**src/rtl/vu_meter_ballistics_if.sv**
```systemverilog
// Audio-side and meter-side signal bundle for vu_meter_ballistics.
// The master drives samples and strobes; the slave (the meter driver) returns PWM, levels and peaks.
interface vu_meter_ballistics_if #(
  parameter int unsigned NUM_CH   = 2,
  parameter int unsigned SAMPLE_W = 8,
  parameter int unsigned PWM_W    = 7
);
  logic                       audio_clk_enable;
  logic                       audio_enable;
  logic [NUM_CH*SAMPLE_W-1:0] audio_sample;
  logic [NUM_CH-1:0]          vu_pwm;
  logic [NUM_CH*PWM_W-1:0]    vu_level;
  logic [NUM_CH*PWM_W-1:0]    vu_peak;
  logic                       level_valid;

  modport master (
    output audio_clk_enable,
    output audio_enable,
    output audio_sample,
    input  vu_pwm,
    input  vu_level,
    input  vu_peak,
    input  level_valid
  );

  modport slave (
    input  audio_clk_enable,
    input  audio_enable,
    input  audio_sample,
    output vu_pwm,
    output vu_level,
    output vu_peak,
    output level_valid
  );
endinterface

```
**src/rtl/vu_meter_ballistics.sv**
```systemverilog
// N-channel VU meter driver: rectify, window-average, attack/decay ballistics, glitch-free PWM.
// Optional peak hold is built only when VU_PEAK_HOLD_EN is defined; otherwise vu_peak is tied to 0.
module vu_meter_ballistics #(
  parameter int unsigned NUM_CH       = 2,
  parameter int unsigned SAMPLE_W     = 8,
  parameter int unsigned AVG_LOG2     = 4,
  parameter int unsigned PWM_W        = 7,
  parameter int unsigned ATTACK_SHIFT = 0,
  parameter int unsigned DECAY_SHIFT  = 3,
  parameter int unsigned HOLD_WINDOWS = 32
) (
  input logic                  clk,
  input logic                  rst_n,
  vu_meter_ballistics_if.slave bus
);

  localparam int unsigned MAG_W = SAMPLE_W - 1;
  localparam int unsigned ACC_W = MAG_W + AVG_LOG2;

  typedef logic [PWM_W-1:0] lvl_t;

  // Elaboration-time parameter sanity.
  if (PWM_W > SAMPLE_W - 1 || AVG_LOG2 == 0 || HOLD_WINDOWS == 0) begin : g_param_check
    $error("vu_meter_ballistics: illegal parameter set");
  end

  logic                sample_acc;
  logic                win_last;
  logic [AVG_LOG2-1:0] win_q, win_d;
  logic                upd_q, upd_d;
  logic [SAMPLE_W-1:0] smp     [NUM_CH];
  logic [SAMPLE_W-1:0] smp_neg [NUM_CH];
  logic [MAG_W-1:0]    mag     [NUM_CH];
  logic [ACC_W-1:0]    acc_sum [NUM_CH];
  logic [ACC_W-1:0]    acc_q   [NUM_CH];
  logic [ACC_W-1:0]    acc_d   [NUM_CH];
  lvl_t                mean_q  [NUM_CH];
  lvl_t                mean_d  [NUM_CH];
  lvl_t                level_q [NUM_CH];
  lvl_t                level_d [NUM_CH];
  lvl_t                duty_q  [NUM_CH];
  lvl_t                duty_d  [NUM_CH];
  lvl_t                cnt_q, cnt_d;
  logic [NUM_CH-1:0]   pwm_q, pwm_d;

  // Step never exceeds the distance to the mean, so the result stays inside [0, 2^PWM_W-1].
  function automatic lvl_t ballistic(input lvl_t lvl, input lvl_t mean);
    lvl_t diff;
    lvl_t step;
    diff = '0;
    step = '0;
    if (mean > lvl) begin
      diff = mean - lvl;
      step = diff >> ATTACK_SHIFT;
      if (step == '0) step = lvl_t'(1);
      return lvl + step;
    end else if (mean < lvl) begin
      diff = lvl - mean;
      step = diff >> DECAY_SHIFT;
      if (step == '0) step = lvl_t'(1);
      return lvl - step;
    end
    return lvl;
  endfunction

  // Rectifier; the most-negative code saturates to full scale.
  always_comb begin
    for (int c = 0; c < NUM_CH; c++) begin
      smp[c]     = bus.audio_sample[c*SAMPLE_W +: SAMPLE_W];
      smp_neg[c] = (~smp[c]) + SAMPLE_W'(1);
      if (!smp[c][SAMPLE_W-1]) begin
        mag[c] = smp[c][SAMPLE_W-2:0];
      end else if (smp[c][SAMPLE_W-2:0] == '0) begin
        mag[c] = '1;
      end else begin
        mag[c] = smp_neg[c][SAMPLE_W-2:0];
      end
    end
  end

  // Window accumulation and ballistics.
  always_comb begin
    sample_acc = bus.audio_clk_enable && bus.audio_enable;
    win_last   = (win_q == '1);
    win_d      = win_q;
    upd_d      = 1'b0;
    if (!bus.audio_enable) begin
      win_d = '0;
    end else if (sample_acc) begin
      win_d = win_q + AVG_LOG2'(1);
      upd_d = win_last;
    end
    for (int c = 0; c < NUM_CH; c++) begin
      acc_sum[c] = acc_q[c] + ACC_W'(mag[c]);
      acc_d[c]   = acc_q[c];
      mean_d[c]  = mean_q[c];
      level_d[c] = level_q[c];
      if (!bus.audio_enable) begin
        acc_d[c]   = '0;
        mean_d[c]  = '0;
        level_d[c] = '0;
      end else begin
        if (sample_acc) begin
          if (win_last) begin
            // Final sample folded in here so the window holds exactly 2^AVG_LOG2 samples.
            acc_d[c]  = '0;
            mean_d[c] = acc_sum[c][ACC_W-1 -: PWM_W];
          end else begin
            acc_d[c] = acc_sum[c];
          end
        end
        if (upd_q) level_d[c] = ballistic(level_q[c], mean_q[c]);
      end
    end
  end

  // PWM: duty only changes as the counter wraps, so a period is never split.
  always_comb begin
    cnt_d = cnt_q + lvl_t'(1);
    pwm_d = '0;
    for (int c = 0; c < NUM_CH; c++) begin
      duty_d[c] = duty_q[c];
      if (!bus.audio_enable) begin
        duty_d[c] = '0;
      end else if (cnt_q == '1) begin
        duty_d[c] = level_q[c];
      end
      pwm_d[c] = bus.audio_enable && (cnt_d < duty_d[c]);
    end
  end

  always_ff @(posedge clk or negedge rst_n) begin
    if (!rst_n) begin
      win_q <= '0;
      upd_q <= 1'b0;
      cnt_q <= '0;
      pwm_q <= '0;
      for (int c = 0; c < NUM_CH; c++) begin
        acc_q[c]   <= '0;
        mean_q[c]  <= '0;
        level_q[c] <= '0;
        duty_q[c]  <= '0;
      end
    end else begin
      win_q <= win_d;
      upd_q <= upd_d;
      cnt_q <= cnt_d;
      pwm_q <= pwm_d;
      for (int c = 0; c < NUM_CH; c++) begin
        acc_q[c]   <= acc_d[c];
        mean_q[c]  <= mean_d[c];
        level_q[c] <= level_d[c];
        duty_q[c]  <= duty_d[c];
      end
    end
  end

  assign bus.level_valid = upd_q;
  assign bus.vu_pwm      = pwm_q;

  for (genvar c = 0; c < NUM_CH; c++) begin : g_level_out
    assign bus.vu_level[c*PWM_W +: PWM_W] = level_q[c];
  end

`ifdef VU_PEAK_HOLD_EN
  localparam int unsigned HOLD_W = $clog2(HOLD_WINDOWS + 1);

  lvl_t              peak_q [NUM_CH];
  lvl_t              peak_d [NUM_CH];
  logic [HOLD_W-1:0] hold_q [NUM_CH];
  logic [HOLD_W-1:0] hold_d [NUM_CH];

  // Compares against the level being written this cycle, not the stale one.
  always_comb begin
    for (int c = 0; c < NUM_CH; c++) begin
      peak_d[c] = peak_q[c];
      hold_d[c] = hold_q[c];
      if (!bus.audio_enable) begin
        peak_d[c] = '0;
        hold_d[c] = '0;
      end else if (upd_q) begin
        if (level_d[c] >= peak_q[c]) begin
          peak_d[c] = level_d[c];
          hold_d[c] = HOLD_W'(HOLD_WINDOWS);
        end else if (hold_q[c] != '0) begin
          hold_d[c] = hold_q[c] - HOLD_W'(1);
        end else begin
          peak_d[c] = level_d[c];
        end
      end
    end
  end

  always_ff @(posedge clk or negedge rst_n) begin
    if (!rst_n) begin
      for (int c = 0; c < NUM_CH; c++) begin
        peak_q[c] <= '0;
        hold_q[c] <= '0;
      end
    end else begin
      for (int c = 0; c < NUM_CH; c++) begin
        peak_q[c] <= peak_d[c];
        hold_q[c] <= hold_d[c];
      end
    end
  end

  for (genvar c = 0; c < NUM_CH; c++) begin : g_peak_out
    assign bus.vu_peak[c*PWM_W +: PWM_W] = peak_q[c];
  end
`else
  assign bus.vu_peak = '0;
`endif

endmodule

```
**src/flat_wrapper.sv**
```systemverilog
// flat-port wrapper written by rule: the top's interface ports become plain ports
module vu_meter_ballistics_flat 
#(
  parameter int unsigned NUM_CH       = 2,
  parameter int unsigned SAMPLE_W     = 8,
  parameter int unsigned AVG_LOG2     = 4,
  parameter int unsigned PWM_W        = 7,
  parameter int unsigned ATTACK_SHIFT = 0,
  parameter int unsigned DECAY_SHIFT  = 3,
  parameter int unsigned HOLD_WINDOWS = 32
)
  (clk, rst_n, bus_audio_clk_enable, bus_audio_enable, bus_audio_sample, bus_vu_pwm, bus_vu_level, bus_vu_peak, bus_level_valid);
  vu_meter_ballistics_if #(.NUM_CH(NUM_CH), .SAMPLE_W(SAMPLE_W), .PWM_W(PWM_W)) bus_i ();
  input logic clk;
  input logic rst_n;
  input wire logic [$bits(bus_i.audio_clk_enable)-1:0] bus_audio_clk_enable;
  input wire logic [$bits(bus_i.audio_enable)-1:0] bus_audio_enable;
  input wire logic [$bits(bus_i.audio_sample)-1:0] bus_audio_sample;
  output wire logic [$bits(bus_i.vu_pwm)-1:0] bus_vu_pwm;
  output wire logic [$bits(bus_i.vu_level)-1:0] bus_vu_level;
  output wire logic [$bits(bus_i.vu_peak)-1:0] bus_vu_peak;
  output wire logic [$bits(bus_i.level_valid)-1:0] bus_level_valid;
  assign bus_i.audio_clk_enable = bus_audio_clk_enable;
  assign bus_i.audio_enable = bus_audio_enable;
  assign bus_i.audio_sample = bus_audio_sample;
  assign bus_vu_pwm = bus_i.vu_pwm;
  assign bus_vu_level = bus_i.vu_level;
  assign bus_vu_peak = bus_i.vu_peak;
  assign bus_level_valid = bus_i.level_valid;
  vu_meter_ballistics #(.NUM_CH(NUM_CH), .SAMPLE_W(SAMPLE_W), .AVG_LOG2(AVG_LOG2), .PWM_W(PWM_W), .ATTACK_SHIFT(ATTACK_SHIFT), .DECAY_SHIFT(DECAY_SHIFT), .HOLD_WINDOWS(HOLD_WINDOWS)) u_core (.clk(clk), .rst_n(rst_n), .bus(bus_i));
endmodule
```
**config.mk**
```make
export PLATFORM = sky130hd
export DESIGN_NAME = vu_meter_ballistics_flat
export DESIGN_NICKNAME = d
export VERILOG_FILES = /design/src/rtl/vu_meter_ballistics_if.sv /design/src/rtl/vu_meter_ballistics.sv /design/src/flat_wrapper.sv
export SDC_FILE = /design/constraint.sdc
export NUM_CORES = 1
export LEC_CHECK = 0
export ABC_CLOCK_PERIOD_IN_PS = 8300
export CORE_MARGIN = 1
export CORE_UTILIZATION = 50
export DETAILED_ROUTE_END_ITERATION = 6
export GPL_TIMING_DRIVEN = 1
export PLACE_DENSITY = 0.7
export SLEW_MARGIN = 30
export SYNTH_ARGS = -nofsm -noshare
export SYNTH_HDL_FRONTEND = slang
export SYNTH_SLANG_ARGS = --single-unit
```
**constraint.sdc**
```tcl
create_clock -name clk -period 8.3 [get_ports clk]
set_input_delay 0.83 -clock clk [delete_from_list [all_inputs] [get_ports clk]]
set_output_delay 0.83 -clock clk [all_outputs]
set_load 0.02 [all_outputs]
```
==> metrics, run 1 <==
flop-to-flop setup slack 3.15 ns; Clock Sink Count 78; placed insts 913; LEAKAGE around 3.3 nW; Syn Area/Cell around 8.6 sq um; Post-synth ARST share 1.000; uppermost routed layer met4; die width 114.5 um; Die Height 114.5 um; Initial Util 0.5201; met2 WL post-DR 6374 um; setup TNS 0 ns; CP cell instances inv_1 -> ha_1 -> inv_1 -> fa_1 -> a211oi_1 -> nor2_1 -> xnor2_1 -> or4_1 -> o31a_2 -> ha_1 -> mux2_2 -> fa_1 -> nor2b_1 -> o21ai_0 -> a21boi_0 -> o21a_1 -> nor2_1 -> nand4bb_1 -> and3_1 -> o21a_1; count of filler cells inserted in the layout between 1k and 1.5k; H-Tree Depth 3; CTS resizes 0; top_reg_cell synth dfrtp_1; post-route clock period utilization 0.6201; fmax between 150 and 200 MHz; Initial DRT Pass Iterations 5; met3 WL 459 um; die area 0.01310 sq mm; GRT Overall Usage 0.2223; core area 0.01216 sq mm; WP data required approximately 8.5 ns; DR vias 4,974; met1 WL 6331 um; Layout Nets 852; Synth warnings 0; # diodes 0; Crit-path slowest cell or4_1; Port Buffer Count 36; TritonCTS clock tree yes; total grt overflow 0; std cell rows 40; WL final 13,350 um; first-pass GRT wire length roughly 23,000 um; number of global-route vias before repair 4,896; Critical Path Max Stage Delay approximately 0.50 ns; Worst Hold Class reg2reg; clk_lat worst skew roughly 0.34 ns; register bit total from synthesis 78; IO Count 51; count of different cell masters after synthesis 59; Post-Route Skew 0.006040 ns; critical path arrival about 5.4 ns; Final HPWL DP 10,040 um; Cell Pwr Density roughly 210 mW/mm^2; count of flip-flops with a built-in enable after synthesis 0; setup bufs post-CTS 0; post-route ant nets 0; area of the multi-input gates 0.003936 sq mm; crit-path max FO 4; layout cells sized above 1 0.03942; max-cap viol count 0; gpl congestion 0.8787; Worst Setup End Kind register; Max rail drop VDD 0.0001254 V; post-layout util 0.5807; fin. max-slew vios 0; P&R area growth vs syn 11.65%; kind of critical path reg2reg; post-synthesis cell count 733; RSZ-0062 raised after global routing no; run status complete, no violations; sequential cell area roughly 0.002 sq mm; Starting DRT DRC Count 210; Hold Buf Count CTS 0; Total Power 1.482 mW; final hold violations 0; largest net degree at the start of global routing between 70 and 80; clk slew on worst S/H paths 0.06 ns; Startpoint Class register; Finished Layout Cells 929; drt wl/cell 14.37 um; cell area after synthesis 0.006325 sq mm; max_slew headroom 0.4146; post-detailed-route DRC marker count 0; post-layout min period ~5.1 ns; Buf/Inv on CP 2; initial antenna violation count 0; Vias per Instance around 5.4; clk buf depth 2; sequential element share of the synthesized area 0.3086; Final Setup Violations 0; worst slew pin tran 0.8748 ns; CTS root buffer clkbuf_16; Worst path top cell family by delay compound AO/OA/AOI/OAI gates; Num CTS Buffers 9
-- logic make-up after synthesis --
group | synth area share
compound gates | 0.1755
mux | 0.02117
flops | 0.3086
xor+xnor | 0.08309
buf+inv | 0.07675
fa+ha+maj | 0.1575
simple gates | 0.1769
other cells | 0.0005929
-- metal layers --
layer / vias to the layer above / track usage
li1: 2523 / -
met1: 2339 / 0.2908
met2: 97 / 0.3705
met3: 15 / 0.04288
met4: 0 / 0.07186
met5: - / 0
-- worst paths after layout --
kind | startpoint | endpoint | cells after the start
min in group asynchronous | rst_n | u_core.win_q[3] | 1
hold / removal | u_core.acc_q[13] | u_core.acc_q[13] | 2
setup / recovery | u_core.mean_q[0] | u_core.bus.vu_level[13] | 20
hold reg to reg | u_core.acc_q[13] | u_core.acc_q[13] | 2
max in group asynchronous | rst_n | u_core.bus.vu_level[10] | 1
setup reg to reg | u_core.mean_q[0] | u_core.bus.vu_level[13] | 20
-- placed cells by master (no fill, tap or decap), types with 3 or more instances in the layout --
cell type	synthesis	layout
a22o_1	22	22
a21boi_0	8	7
conb_1	1	14
nand2_1	61	61
fa_1	6	6
a31oi_1	4	4
mux2_2	3	3
and2_1	7	7
clkinv_2	0	3
nand4_1	4	4
inv_1	71	71
nand2b_1	31	31
nor2b_1	21	21
o21a_1	8	8
o21bai_1	3	3
nor2_1	50	50
buf_4	14	4
a21oi_1	44	44
ha_1	70	70
clkbuf_16	0	9
a211oi_1	4	4
o2111ai_1	3	3
dfrtp_1	78	78
a21o_1	8	8
xnor2_1	37	37
nand3_1	17	17
or3_1	8	8
o21ai_0	41	41
clkdlybuf4s50_1	0	35
and3_1	5	5
mux2i_1	10	10
o31ai_1	6	6
nor3_1	6	6
xor2_1	23	23
-- sequential cells by signal, summed over array words and instances, names as in the netlist --
name,flops
u_core.win_q,4
u_core.bus.level_valid,1
u_core.mean_q,14
u_core.bus.vu_level,14
u_core.cnt_q,7
u_core.acc_q,22
u_core.duty_q,14
u_core.bus.vu_pwm,2
-- worst min-delay path, stage by stage (launching register included) --
cell and delay, ns:
dfrtp_1 0.35, nand2_1 0.05, o21ai_0 0.06
-- stage by stage --
step / cell area, sq um / setup WS, ns / hold WS (ns)
floorplan: 6374 / 3.543 / 0.4561
global placement: 6756 / 3.435 / 0.4734
detailed placement: 6760 / 3.203 / 0.4879
CTS: 7062 / 3.162 / 0.4965
global route: 7062 / 2.856 / 0.5160
finish: 7062 / 3.153 / 0.4965
-- power breakdown --
part / internal, mW / switching, mW
sequential: 0.403 / 0.0250
combinational: 0.299 / 0.354
clock: 0.248 / 0.153
total: 0.950 / 0.532
-- synthesized netlist by cell type, drive strengths merged (10+ instances only) --
master  count  area [sq um]
dfrtp      78          1952
clkbuf     24         90.09
a22o       22         192.7
buf        17         125.1
inv        72         270.3
nor2b      21         131.4
ha         70         875.8
xor2       23         201.4
nor2       50         187.7
nand2b     31         193.9
o21ai      43         215.2
xnor2      37         324.1
nand2      61         229.0
a21oi      44         220.2
mux2i      10         100.1
nand3      17         85.08
-- cell type report --
cell class	count	area share
multi-input combinational	555	0.5574
sequential	78	0.2764
timing repair buffer	40	0.05546
inverter	72	0.03827
clock buffer	12	0.03632
tap	168	0.02977
clock inverter	4	0.006378
(Power assumes the default switching activity.)
==> inputs of run 2 (changes only) <==
--- a/config.mk
+++ b/config.mk
@@ -5,7 +5,7 @@
 export SDC_FILE = /design/constraint.sdc
 export NUM_CORES = 1
 export LEC_CHECK = 0
-export ABC_CLOCK_PERIOD_IN_PS = 8300
+export ABC_CLOCK_PERIOD_IN_PS = 4950
 export CORE_MARGIN = 1
 export CORE_UTILIZATION = 50
 export DETAILED_ROUTE_END_ITERATION = 6
==> constraint.sdc (replaced) <==
create_clock -name clk -period 4.95 [get_ports clk]
set_input_delay 0.495 -clock clk [delete_from_list [all_inputs] [get_ports clk]]
set_output_delay 0.495 -clock clk [all_outputs]
set_load 0.02 [all_outputs]
==> run 2 against run 1 <==
Effect of this change: combinational power grew 72%; clock skew is 0.0030 ns higher; flip-flop and latch count is the same; sequential power grew 68%; non-clock buffer count rose by 6.
==> metrics, run 2 (synthesis gave the netlist of run 1 again) <==
run status complete, no violations; CTS root buffer clkbuf_16; std cell rows 40; clk buf depth 2; core area 0.01216 sq mm; P&R area growth vs syn 13.83%; post-route clock period utilization 0.9654; initial antenna violation count 0; worst setup margin between 0.15 and 0.2 ns; die width 114.5 um; post-detailed-route DRC marker count 0; Worst Hold Class in2async; die area ~0.013 sq mm; TritonCTS clock tree yes; Crit-path slowest cell or4_4; Crit path top cell by count ha_1; Die Height 114.5 um; Clk pwr share 0.281; largest net degree at the start of global routing approximately 50; max_slew headroom 0.4080; Initial Util 0.5201; clk_lat worst skew roughly 0.35 ns; first-pass GRT wire length 23,170 um; Total Power 2.554 mW; Gate power share 0.439; Most flops, register u_core.acc_q; post-layout min period around 4.8 ns; number of global-route vias before repair between 4k and 5k; max FFs per register 22; Final Setup Violations 0; clk slew on worst S/H paths 0.06 ns; WL final 13,430 um; Hold Buf Count CTS 0; Final HPWL DP between 10,000 and 15,000 um; WP data required 5.18 ns; worst slew pin tran 0.8847 ns; Initial DRT Pass Iterations 4; # diodes 0; drt wl/cell 14.36 um; CP cell instances inv_1 -> ha_1 -> inv_1 -> fa_2 -> a211oi_2 -> nor2_1 -> xnor2_2 -> or4_4 -> o31a_4 -> ha_1 -> inv_2 -> xnor2_1 -> nand2_1 -> o21ai_0 -> ha_1 -> nor2b_2 -> o21ai_2 -> a21boi_2 -> o21a_1 -> a2111o_1 -> and3_1 -> o21a_1; final hold violations 0; Vias per Instance 5.442; Clock Sink Count 78; post-route ant nets 0; Layout Nets about 860; kind of critical path reg2reg; Post-Route Skew approximately 0.009 ns; Port Buffer Count 36; Sw Ratio 0.3615; critical path arrival 5.01 ns; worst slack at placement -0.06759 ns; Num CTS Buffers 9; fmax roughly 210 MHz; Internal Dissipation 1.631 mW; LEAKAGE 3.382 nW; GRT Overall Usage 0.2250; most frequent cells in the layout dfrtp_1 (78), inv_1 (70), ha_1 (70), nand2_1 (61), nor2_1 (50); Critical Path Max Stage Delay 0.56 ns; RSZ-0062 raised after global routing yes; DR vias 5,088; Max rail drop VDD 0.0002158 V; Cell Pwr Density between 300 and 400 mW/mm^2; total grt overflow 0; crit-path max FO 4; Worst Setup End Kind register; Startpoint Class register; sequential power share 0.281; Net Sw Power approximately 0.9 mW; IO Count between 50 and 60; commonest non-fill, non-tap cell in the layout dfrtp_1; post-layout util 0.5920; fin. max-slew vios 0; H-Tree Depth 3; Starting DRT DRC Count approximately 330; gpl congestion 0.8531; setup TNS 0 ns; layout cells sized above 1 0.05997; max-cap viol count 0; Buf/Inv on CP 3; Worst path top cell family by delay compound AO/OA/AOI/OAI gates
[run 2: cell count changes in the layout (fill, tap and decap cells not counted), moves of 2 or more]
| cell | before | now |
|---|---|---|
| clkinv_2 | 3 | 0 |
| nor2b_1 | 21 | 19 |
| clkbuf_8 | 2 | 0 |
| nor2b_2 | 0 | 2 |
| clkinv_4 | 0 | 2 |
| buf_4 | 4 | 9 |
[run 2: metal layers]
metal	global-route usage	up-vias	share of wire
met1	0.2965	2444	0.47
met2	0.3717	88	0.48
met4	0.08312	0	0.019
li1	-	2537	-
met5	0	-	0
met3	0.03864	19	0.031
[run 2: final cells by class]
class / instances / area [sq um]
Inverter: 72 / 270.3
Clock inverter: 6 / 93.84
Fill cell: 1062 / 4962
Multi-Input combinational cell: 555 / 3979
Sequential cell: 78 / 1952
Timing Repair Buffer: 46 / 465.4
Clock buffer: 10 / 229.0
Tap cell: 168 / 210.2
[run 2: final timing paths]
path                            slack [ns]  cells after the start             start                 endpoint
min in group clk                      0.50                      2  u_core.acc_q[14]         u_core.acc_q[14]
worst min-delay path                  0.12                      2             rst_n          u_core.acc_q[5]
worst min register to register        0.50                      2  u_core.acc_q[14]         u_core.acc_q[14]
max in group asynchronous             4.38                      3             rst_n        u_core.duty_q[10]
worst max register to register        0.17                     22  u_core.mean_q[0]  u_core.bus.vu_level[13]
worst max-delay path                  0.17                     22  u_core.mean_q[0]  u_core.bus.vu_level[13]
[run 2: stage by stage]
stage | instances | cell area [sq um] | hold WS (ns)
global route | 935 | 7199 | 0.1379
global placement | 916 | 6779 | 0.4775
CTS | 934 | 7157 | 0.1240
finish | 935 | 7199 | 0.1199
floorplan | 746 | 6374 | 0.1994
detailed placement | 918 | 6829 | 0.4850
[run 2: what timing repair did]
item | 4_1_cts | 5_1_grt
resized for setup | 2 | 10
endpoints found under the setup margin | 1 | 2
hold endpoints to repair | 0 | 0
pin swaps | 0 | 4
setup buffers | 0 | 1
[run 2: power by group through the flow]
stage | combinational (mW) | sequential [mW] | clock [mW]
after floorplan | 0.849 | 0.736 | 0
after global placement | 1.06 | 0.727 | 0
after detailed placement | 1.09 | 0.728 | 0
after CTS | 1.11 | 0.717 | 0.734
after global routing | 1.26 | 0.723 | 0.754
final | 1.12 | 0.717 | 0.717
